File: src/rtl/coherence_req_arbiter.sv
// rtl/coherence_req_arbiter.sv - round-robin serializer of L1 coherence requests onto the snoop bus

package cache_types;
  localparam int NUM_CACHE = 8;
  localparam int ADDR_W    = 32;
  localparam int SRC_W     = 4;

  // IDLE is encoded as zero so an all-zero bus reads as "no transaction"
  typedef enum logic [2:0] {
    IDLE = 3'd0,
    GETS = 3'd1,
    GETM = 3'd2,
    PUTM = 3'd3,
    PUTS = 3'd4
  } bus_tx_t;

  typedef struct packed {
    logic              valid;
    bus_tx_t           bus_tx;
    logic [ADDR_W-1:0] addr;
    logic [SRC_W-1:0]  source;
  } req_msg_t;

  typedef struct packed {
    logic              valid;
    logic [ADDR_W-1:0] addr;
    logic [SRC_W-1:0]  destination;
    logic              memory_flag;
  } resp_msg_t;
endpackage

module coherence_req_arbiter #(
  parameter int NUM_REQ = cache_types::NUM_CACHE,
  parameter int TIMEOUT = 1024
) (
  input  logic                    clk,
  input  logic                    rst_n,
  input  cache_types::req_msg_t   req_i [NUM_REQ],
  output logic [NUM_REQ-1:0]      req_ready_o,
  input  cache_types::resp_msg_t  resp_i,
  output cache_types::req_msg_t   bus_o,
  output logic [$clog2(NUM_REQ):0] grant_id_o,
  output logic                    busy_o,
  output logic                    timeout_o
);
  import cache_types::*;

  localparam int PW = (NUM_REQ > 1) ? $clog2(NUM_REQ) : 1;
  localparam int GW = $clog2(NUM_REQ) + 1;
  localparam int WW = $clog2(TIMEOUT) + 1;
  localparam int SW = SRC_W;

  typedef enum logic [1:0] {
    ST_ARB   = 2'd0,
    ST_BCAST = 2'd1,
    ST_WAIT  = 2'd2
  } state_t;

  state_t        r_state;
  logic [PW-1:0] r_ptr;
  logic [PW-1:0] r_owner;
  logic [WW-1:0] r_wd;
  req_msg_t      r_bus;
  logic          r_timeout;

  logic          w_found;
  logic [PW-1:0] w_winner;
  req_msg_t      w_sel_msg;
  logic          w_accept;
  logic          w_addr_hit;
  logic          w_match;
  logic          w_complete;
  logic          w_expire;

  // advance a requester index by one with wrap at NUM_REQ-1
  function automatic logic [PW-1:0] ptr_inc(input logic [PW-1:0] p);
    if (p == PW'(NUM_REQ - 1)) return '0;
    return p + PW'(1);
  endfunction

  // round-robin scan starting at r_ptr; the first valid requester wins
  always_comb begin
    int            idx;
    logic [PW-1:0] w_idx;
    w_found  = 1'b0;
    w_winner = r_ptr;
    idx      = 0;
    w_idx    = '0;
    for (int i = 0; i < NUM_REQ; i++) begin
      idx = int'(r_ptr) + i;
      if (idx >= NUM_REQ) idx = idx - NUM_REQ;
      w_idx = idx[PW-1:0];
      if (!w_found && req_i[w_idx].valid) begin
        w_found  = 1'b1;
        w_winner = w_idx;
      end
    end
  end

  assign w_accept = (r_state == ST_ARB) && w_found;

  // selected message with source replaced by the winning index
  always_comb begin
    w_sel_msg        = req_i[w_winner];
    w_sel_msg.source = SW'(w_winner);
  end

  // one-hot accept pulse, only ever raised while arbitrating
  always_comb begin
    req_ready_o = '0;
    if (w_accept) req_ready_o[w_winner] = 1'b1;
  end

  // completion match: address always, plus destination or memory ack by type
  always_comb begin
    w_addr_hit = resp_i.valid && (resp_i.addr == r_bus.addr);
    w_match    = w_addr_hit;
    case (r_bus.bus_tx)
      GETS, GETM: w_match = w_addr_hit && (resp_i.destination == r_bus.source);
      PUTM:       w_match = w_addr_hit && resp_i.memory_flag;
      default:    w_match = w_addr_hit;
    endcase
  end

  assign w_complete = (r_state == ST_WAIT) && w_match;
  assign w_expire   = (r_state == ST_WAIT) && !w_match && (r_wd == WW'(TIMEOUT - 1));

  // arbitration / broadcast / wait-for-response sequencer with watchdog
  always_ff @(posedge clk) begin
    if (!rst_n) begin
      r_state   <= ST_ARB;
      r_ptr     <= '0;
      r_owner   <= '0;
      r_wd      <= '0;
      r_bus     <= '0;
      r_timeout <= 1'b0;
    end else begin
      case (r_state)
        ST_ARB: begin
          if (w_accept) begin
            if (w_sel_msg.bus_tx == IDLE) begin
              r_ptr <= ptr_inc(w_winner);
            end else begin
              r_owner <= w_winner;
              r_bus   <= w_sel_msg;
              r_state <= ST_BCAST;
            end
          end
        end
        ST_BCAST: begin
          r_bus.valid <= 1'b0;
          r_wd        <= '0;
          r_state     <= ST_WAIT;
        end
        ST_WAIT: begin
          if (w_complete) begin
            r_ptr   <= ptr_inc(r_owner);
            r_state <= ST_ARB;
          end else if (w_expire) begin
            r_timeout <= 1'b1;
            r_ptr     <= ptr_inc(r_owner);
            r_state   <= ST_ARB;
          end else begin
            r_wd <= r_wd + WW'(1);
          end
        end
        default: r_state <= ST_ARB;
      endcase
    end
  end

  assign bus_o      = r_bus;
  assign busy_o     = w_accept || (r_state != ST_ARB);
  assign grant_id_o = w_accept ? GW'(w_winner) : GW'(r_owner);
  assign timeout_o  = r_timeout;

endmodule

File: config.mk
export PLATFORM = sky130hd
export DESIGN_NAME = coherence_req_arbiter
export DESIGN_NICKNAME = d
export VERILOG_FILES = /design/src/rtl/coherence_req_arbiter.sv
export SDC_FILE = /design/constraint.sdc
export NUM_CORES = 1
export LEC_CHECK = 0
export ABC_AREA = 1
export CAP_MARGIN = 15
export CORE_AREA = 5 5 156 158
export DETAILED_ROUTE_END_ITERATION = 7
export DIE_AREA = 0 0 161 163
export MAX_ROUTING_LAYER = met4
export PLACE_DENSITY = 0.7
export SYNTH_ARGS = -nofsm -noshare
export SYNTH_HDL_FRONTEND = slang
export SYNTH_SLANG_ARGS = --single-unit
File: constraint.sdc
create_clock -name clk -period 7.7 [get_ports clk]
set_input_delay 1.54 -clock clk [delete_from_list [all_inputs] [get_ports clk]]
set_output_delay 1.54 -clock clk [all_outputs]
set_load 0.05 [all_outputs]
==> run summary, run 1 <==
status: finished clean
Reg power frac: 8.7%
Seq/Total Area, Yosys: 17.9%
Final Hold Viols: 0
actual slew at the worst max-slew pin: 0.830 ns
Final Cell Area: 10,400 sq um
Final ANT Viol Nets: 0
number of setup buffers added after CTS: 0
area of the multi-input gates: 4650 sq um
Post-synth EDFFs: 0
Worst Hold End: r_wd[10]
Hold-fix buffers, CTS: 0
Max-cap violations: 0
Slew headroom: 44.6%
vias in the first global route: 8,076
Die Ht: 163 um
starting density of the core: 27.2%
Post-Synthesis Cells: 1,210
WS Path Type: in2out
Core Util, Final: 45.2%
synth top area cells: nand2_1, dfxtp_1, nand3_1
maximum VDD drop: 0.000486 V
CTS tree: done
IO buf count: 379
Main synth FF type: dfxtp_1
DRT iter0 DRCs: 510
reg2reg setup slack: 2.44 ns
worst hold path type: reg2reg
switching pwr: 3.78 mW
worst skew pair latency: 0.29 ns
area grow syn2layout: 66.1%
Pwr Density: 558 nW/um^2
DRT Pass-1 Iters: 5
remaining global-route overflow: 0
H-tree depth: 2
Final Slew Violations: 0
layout cells sized above 1: 3.70%
number of synthesized register bits: 56
Vias per Instance: 4.75
largest net degree at the start of global routing: 83
ys async rst share: 0%
R2R depth: 24
setup_tns: 0 ns
skew final: 0.00651 ns
Remaining DRCs: 0
period utilisation layout: 82.4%
Post-DP Area: 10,200 sq um
Die X: 161 um
CTS clk-pin slew, worst paths: 0.07 ns
Ys Warns: 0
syn_area_per_cell: 5.17 sq um
reg2reg start: r_ptr[1]
clk sinks: 56
CP Launch Type: input pin
Placer Congestion: 0.909
Post-layout nets: 1,906
Storage cell area: 1120 sq um
internal power component: 2.02 mW
Critical Path Fanout Max: 21
cell area after synthesis: 6260 sq um
CORE AREA: 23,000 sq um
unique cell type count in the Yosys netlist: 44
WL per Instance: 16.4 um
Die ar.: 26,200 sq um
crit path time final: 6.35 ns
switching power share of the total: 65.1%
final setup fails: 0
Layout fillers: 2,464
Leak: 4.83 nW
Final Routed Wirelength: 30,100 um
crit path capture type: output port
post-cts sizing count: 0
hold_sp: r_wd[10]
highest clock rate: 158 MHz
Clock Path Buffers: 2
Synth area leader: nand2_1
Via Count: 8,699
# rows: 56
clock power share: 4.0%
detailed placement HPWL: 24,000 um
Combinational Power Share: 87.2%
Crit Reg-Reg Endpoint: bus_o[1]
IO Count: 414
Root Driver: clkbuf_16
CP Data Required Time: 6.16 ns
Min-Delay Path Depth: 2
GRT Util Overall: 21.8%
Num CTS Buffers: 5
RSZ-0062 raised after global routing: no
initial antenna violation count: 2
arrival time at the worst endpoint: 4.81 ns
Synth top area share: 37.6%
first-pass GRT wire length: 44,200 um
[final cells by class]
class / count / share of cell area (%)
multi-input combinational: 1041 / 44.8
timing repair buffer: 390 / 37.8
sequential: 56 / 10.8
tap: 290 / 3.49
inverter: 46 / 1.71
clock buffer: 5 / 1.20
clock inverter: 3 / 0.217
antenna: 2 / 0.0482
[sequential cells by signal, indices dropped and copies added, names as in the netlist]
name	cells
bus_o	39
r_wd	11
r_ptr	3
r_state	2
timeout_o	1
[synth_stat cells (all sizes together) (5+ instances only)]
| cell type | n |
|---|---|
| a21oi | 19 |
| buf | 29 |
| clkbuf | 39 |
| dfxtp | 56 |
| ha | 6 |
| inv | 45 |
| nand2 | 634 |
| nand3 | 115 |
| nand4 | 43 |
| nor2 | 121 |
| nor4 | 5 |
| o21ai | 40 |
| or2 | 5 |
| xnor2 | 12 |
| xor2 | 22 |
[power by group through the flow]
stage / Sequential [mW] / Clock [mW] / Combinational, mW
6_report: 0.507 / 0.234 / 5.06
5_1_grt: 0.520 / 0.254 / 5.66
4_1_cts: 0.507 / 0.244 / 5.11
3_5_place_dp: 0.514 / 0 / 5.10
3_3_place_gp: 0.512 / 0 / 5.07
2_1_floorplan: 0.714 / 0 / 3.41
[cell usage in the layout (no fill, tap or decap), drive strengths merged, types with 3 or more instances in the layout]
cell type	count
clkinv	3
nor3	4
xor2	22
inv	46
clkbuf	5
nor2	121
nor4	5
nand2	634
o21ai	40
dfxtp	56
nand4	43
xnor2	12
clkdlybuf4s50	374
a21oi	19
nand3b	3
or2	5
ha	6
nand3	115
buf	16
[kinds of logic after synthesis]
logic type	Yosys count	synth area share, %
compound gates	68	5.96
flops	56	17.9
other cells	1	0.0599
xor+xnor	34	4.76
simple gates	931	61.9
fa+ha+maj	6	1.20
buf+inv	114	8.22
[stage by stage]
stage | hold slack, ns | total power [mW] | setup WS, ns | std cells
after global routing | 0.494 | 6.44 | 0.970 | 1833
final | 0.459 | 5.80 | 1.35 | 1833
after CTS | 0.461 | 5.87 | 1.31 | 1831
after floorplan | 0.422 | 4.12 | 2.06 | 1211
after global placement | 0.430 | 5.58 | 1.36 | 1823
after detailed placement | 0.449 | 5.61 | 1.33 | 1823
[worst max-delay path, cell delays in order]
cell,delay (ns)
clkdlybuf4s50_1,0.44
nand2_1,0.10
nand3_1,0.10
nand2_1,0.11
nand2_1,0.05
nand2_1,0.18
nand4_2,0.17
nor2_4,0.19
nand3_4,0.12
nor2_1,0.24
inv_1,0.08
nand2_2,0.40
nand2_1,0.14
nor2_1,0.11
clkdlybuf4s50_1,0.82
[how the worst max path moves through the flow]
stage,slack (ns),endpoint,from
floorplan,2.06,req_ready_o[2],req_i[239]
global placement,1.36,req_ready_o[4],req_i[199]
detailed placement,1.33,req_ready_o[4],req_i[199]
CTS,1.31,req_ready_o[4],req_i[199]
global route,0.97,req_ready_o[4],req_i[199]
finish,1.35,req_ready_o[4],req_i[199]
[metal layers]
metal	global-route usage, %	vias to the layer above	share of wire [%]
li1	-	4488	-
met1	27.5	3873	42
met2	37.4	305	50
met3	2.56	33	5.7
met4	5.20	0	2.0
met5	-	-	0
Power figures use the tool's default switching activity.
==> inputs of run 2 (changes only) <==
--- a/config.mk
+++ b/config.mk
@@ -7,11 +7,11 @@
 export LEC_CHECK = 0
 export ABC_AREA = 1
 export CAP_MARGIN = 15
-export CORE_AREA = 5 5 156 158
+export CORE_AREA = 5 5 157 159
 export DETAILED_ROUTE_END_ITERATION = 7
-export DIE_AREA = 0 0 161 163
+export DIE_AREA = 0 0 162 164
 export MAX_ROUTING_LAYER = met4
-export PLACE_DENSITY = 0.7
+export PLACE_DENSITY = 0.69
 export SYNTH_ARGS = -nofsm -noshare
 export SYNTH_HDL_FRONTEND = slang
 export SYNTH_SLANG_ARGS = --single-unit
==> constraint.sdc (replaced) <==
create_clock -name clk -period 6.2 [get_ports clk]
set_input_delay 1.24 -clock clk [delete_from_list [all_inputs] [get_ports clk]]
set_output_delay 1.24 -clock clk [all_outputs]
set_load 0.05 [all_outputs]
==> run 2 against run 1 <==
Against the previous run: sequential power increased by 21%; core utilization decreased by 0.090 points; via count decreased by 1.2%; combinational power increased by 26%; largest power group unchanged; sequential share of layout area about the same; die area increased by 1.2%; sequential cell count unchanged; clock skew increased by 0.0043 ns; register-to-register slack got worse by 1.3 ns.
==> run summary, run 2 (same netlist as run 1, synthesis figures left out) <==
crit path time final: 5.77 ns
largest net degree at the start of global routing: 84 (was 83)
H-tree depth: 2 (unchanged)
status: finished clean (unchanged)
Via Count: 8,596 (was 8,699)
grt met2 use: 37.7% (was 37.4%)
WS Path Type: reg2out (was in2out)
reg2reg setup slack: 1.15 ns (was 2.44 ns)
# rows: 56 (unchanged)
Final Routed Wirelength: 30,400 um (was 30,100 um)
grt met1 use: 27.6% (was 27.5%)
actual slew at the worst max-slew pin: 1.04 ns (was 0.830 ns)
post-cts sizing count: 0 (unchanged)
IO buf count: 379 (unchanged)
Layout fillers: 2,541 (was 2,464)
clk sinks: 56 (unchanged)
Final Slew Violations: 0 (unchanged)
period utilisation layout: 93.1%
Placer Congestion: 0.905 (was 0.909)
gr busiest metal: met2 (unchanged)
commonest cells after routing, fill and taps aside: nand2_1, clkdlybuf4s50_1, nor2_1 (unchanged)
Slew headroom: 30.5% (was 44.6%)
setup_tns: 0 ns (unchanged)
Vias per Instance: 4.68 (was 4.75)
starting density of the core: 27.1% (was 27.2%)
skew final: 0.0108 ns (was 0.00651 ns)
Max-cap violations: 0 (unchanged)
CP Data Required Time: 4.96 ns (was 6.16 ns)
Final Hold Viols: 0 (unchanged)
Die ar.: 26,600 sq um (was 26,200 sq um)
max reg flops: 39 (unchanged)
layout cells sized above 1: 3.89% (was 3.70%)
Critical Path Fanout Max: 33 (was 21)
vias in the first global route: 8,192 (was 8,076)
worst skew pair latency: 0.30 ns (was 0.29 ns)
IO Count: 414 (unchanged)
first-pass GRT wire length: 45,100 um (was 44,200 um)
Hold-fix buffers, CTS: 0 (unchanged)
CP Launch Type: register (was input pin)
GRT Util Overall: 22.1% (was 21.8%)
Die X: 162 um (was 161 um)
Leak: 4.84 nW (was 4.83 nW)
RSZ-0062 raised after global routing: no (unchanged)
arrival time at the worst endpoint: 4.53 ns (was 4.81 ns)
maximum VDD drop: 0.000717 V (was 0.000486 V)
number of setup buffers added after CTS: 0 (unchanged)
Root Driver: clkbuf_16 (unchanged)
CORE AREA: 23,100 sq um (was 23,000 sq um)
Final ANT Viol Nets: 0 (unchanged)
initial antenna violation count: 4 (was 2)
WL per Instance: 16.6 um (was 16.4 um)
DRT Pass-1 Iters: 5 (unchanged)
Pwr Density: 698 nW/um^2 (was 558 nW/um^2)
crit path capture type: output port (unchanged)
Remaining DRCs: 0 (unchanged)
detailed placement HPWL: 24,300 um (was 24,000 um)
CTS clk-pin slew, worst paths: 0.07 ns (about the same)
Clock Path Buffers: 2 (unchanged)
remaining global-route overflow: 0 (unchanged)
DRT iter0 DRCs: 493 (was 510)
commonest non-fill, non-tap cell in the layout: nand2_1 (unchanged)
Core Util, Final: 45.1% (was 45.2%)
Num CTS Buffers: 5 (unchanged)
final setup fails: 0 (unchanged)
CTS tree: done (unchanged)
worst hold path type: reg2reg (unchanged)
met3 Use GR: 3.14% (was 2.56%)
Die Ht: 164 um (was 163 um)
highest clock rate: 173 MHz
area grow syn2layout: 66.8% (was 66.1%)
Post-layout nets: 1,906 (unchanged)
[run 2: path summary, 6_finish.rpt]
kind	start	to	depth (start not counted)
max	r_ptr[1]	req_ready_o[2]	20
min reg2reg	r_wd[10]	r_wd[10]	2
max reg2reg	r_ptr[1]	bus_o[14]	24
min	r_wd[10]	r_wd[10]	2
[run 2: final cells by class]
type | instances | area [sq um] | share of cell area [%]
Timing Repair Buffer | 390 | 3970 | 38.0
Clock inverter | 2 | 16.3 | 0.156
Tap cell | 290 | 363 | 3.48
Antenna cell | 4 | 10.0 | 0.0959
Inverter | 46 | 178 | 1.70
Multi-Input combinational cell | 1041 | 4650 | 44.6
Clock buffer | 6 | 129 | 1.23
Sequential cell | 56 | 1120 | 10.7
[run 2: power by group]
group          switching (mW)  internal (mW)
sequential              0.121          0.494
clock                   0.135          0.151
combinational            4.47           1.91
total                    4.73           2.56
[run 2: metal layers]
layer | up-vias | wire length (um)
li1 | 4489 | -
met5 | - | 0
met2 | 296 | 15100
met4 | 0 | 642
met3 | 32 | 1710
met1 | 3779 | 12900
[run 2: through the flow]
step	total power, mW	cell area [sq um]	hold WS (ns)	setup WS (ns)	std cells
4_1_cts	7.34	10400	0.450	0.372	1831
5_1_grt	8.07	10400	0.482	0.0318	1835
6_report	7.29	10400	0.450	0.428	1835
3_3_place_gp	7.01	10300	0.429	0.537	1823
3_5_place_dp	7.04	10300	0.440	0.509	1823
2_1_floorplan	5.12	6260	0.422	1.16	1211
[run 2: worst max-delay path: stages, from the launching register on]
cell and delay (ns):
dfxtp_1 0.55, clkinv_1 0.33, ha_1 0.43, inv_1 0.25, nand3_1 0.17, nand3_2 0.09
nand2_2 0.11, nor2_4 0.15, nand4_2 0.13, nor2_4 0.18, nand2_1 0.10, o21ai_0 0.09
inv_1 0.05, nand2_1 0.09, nand2_1 0.06, nand2_1 0.07, nand2_2 0.07, nor2_4 0.78
inv_1 0.13, nor2_1 0.22, buf_12 0.17
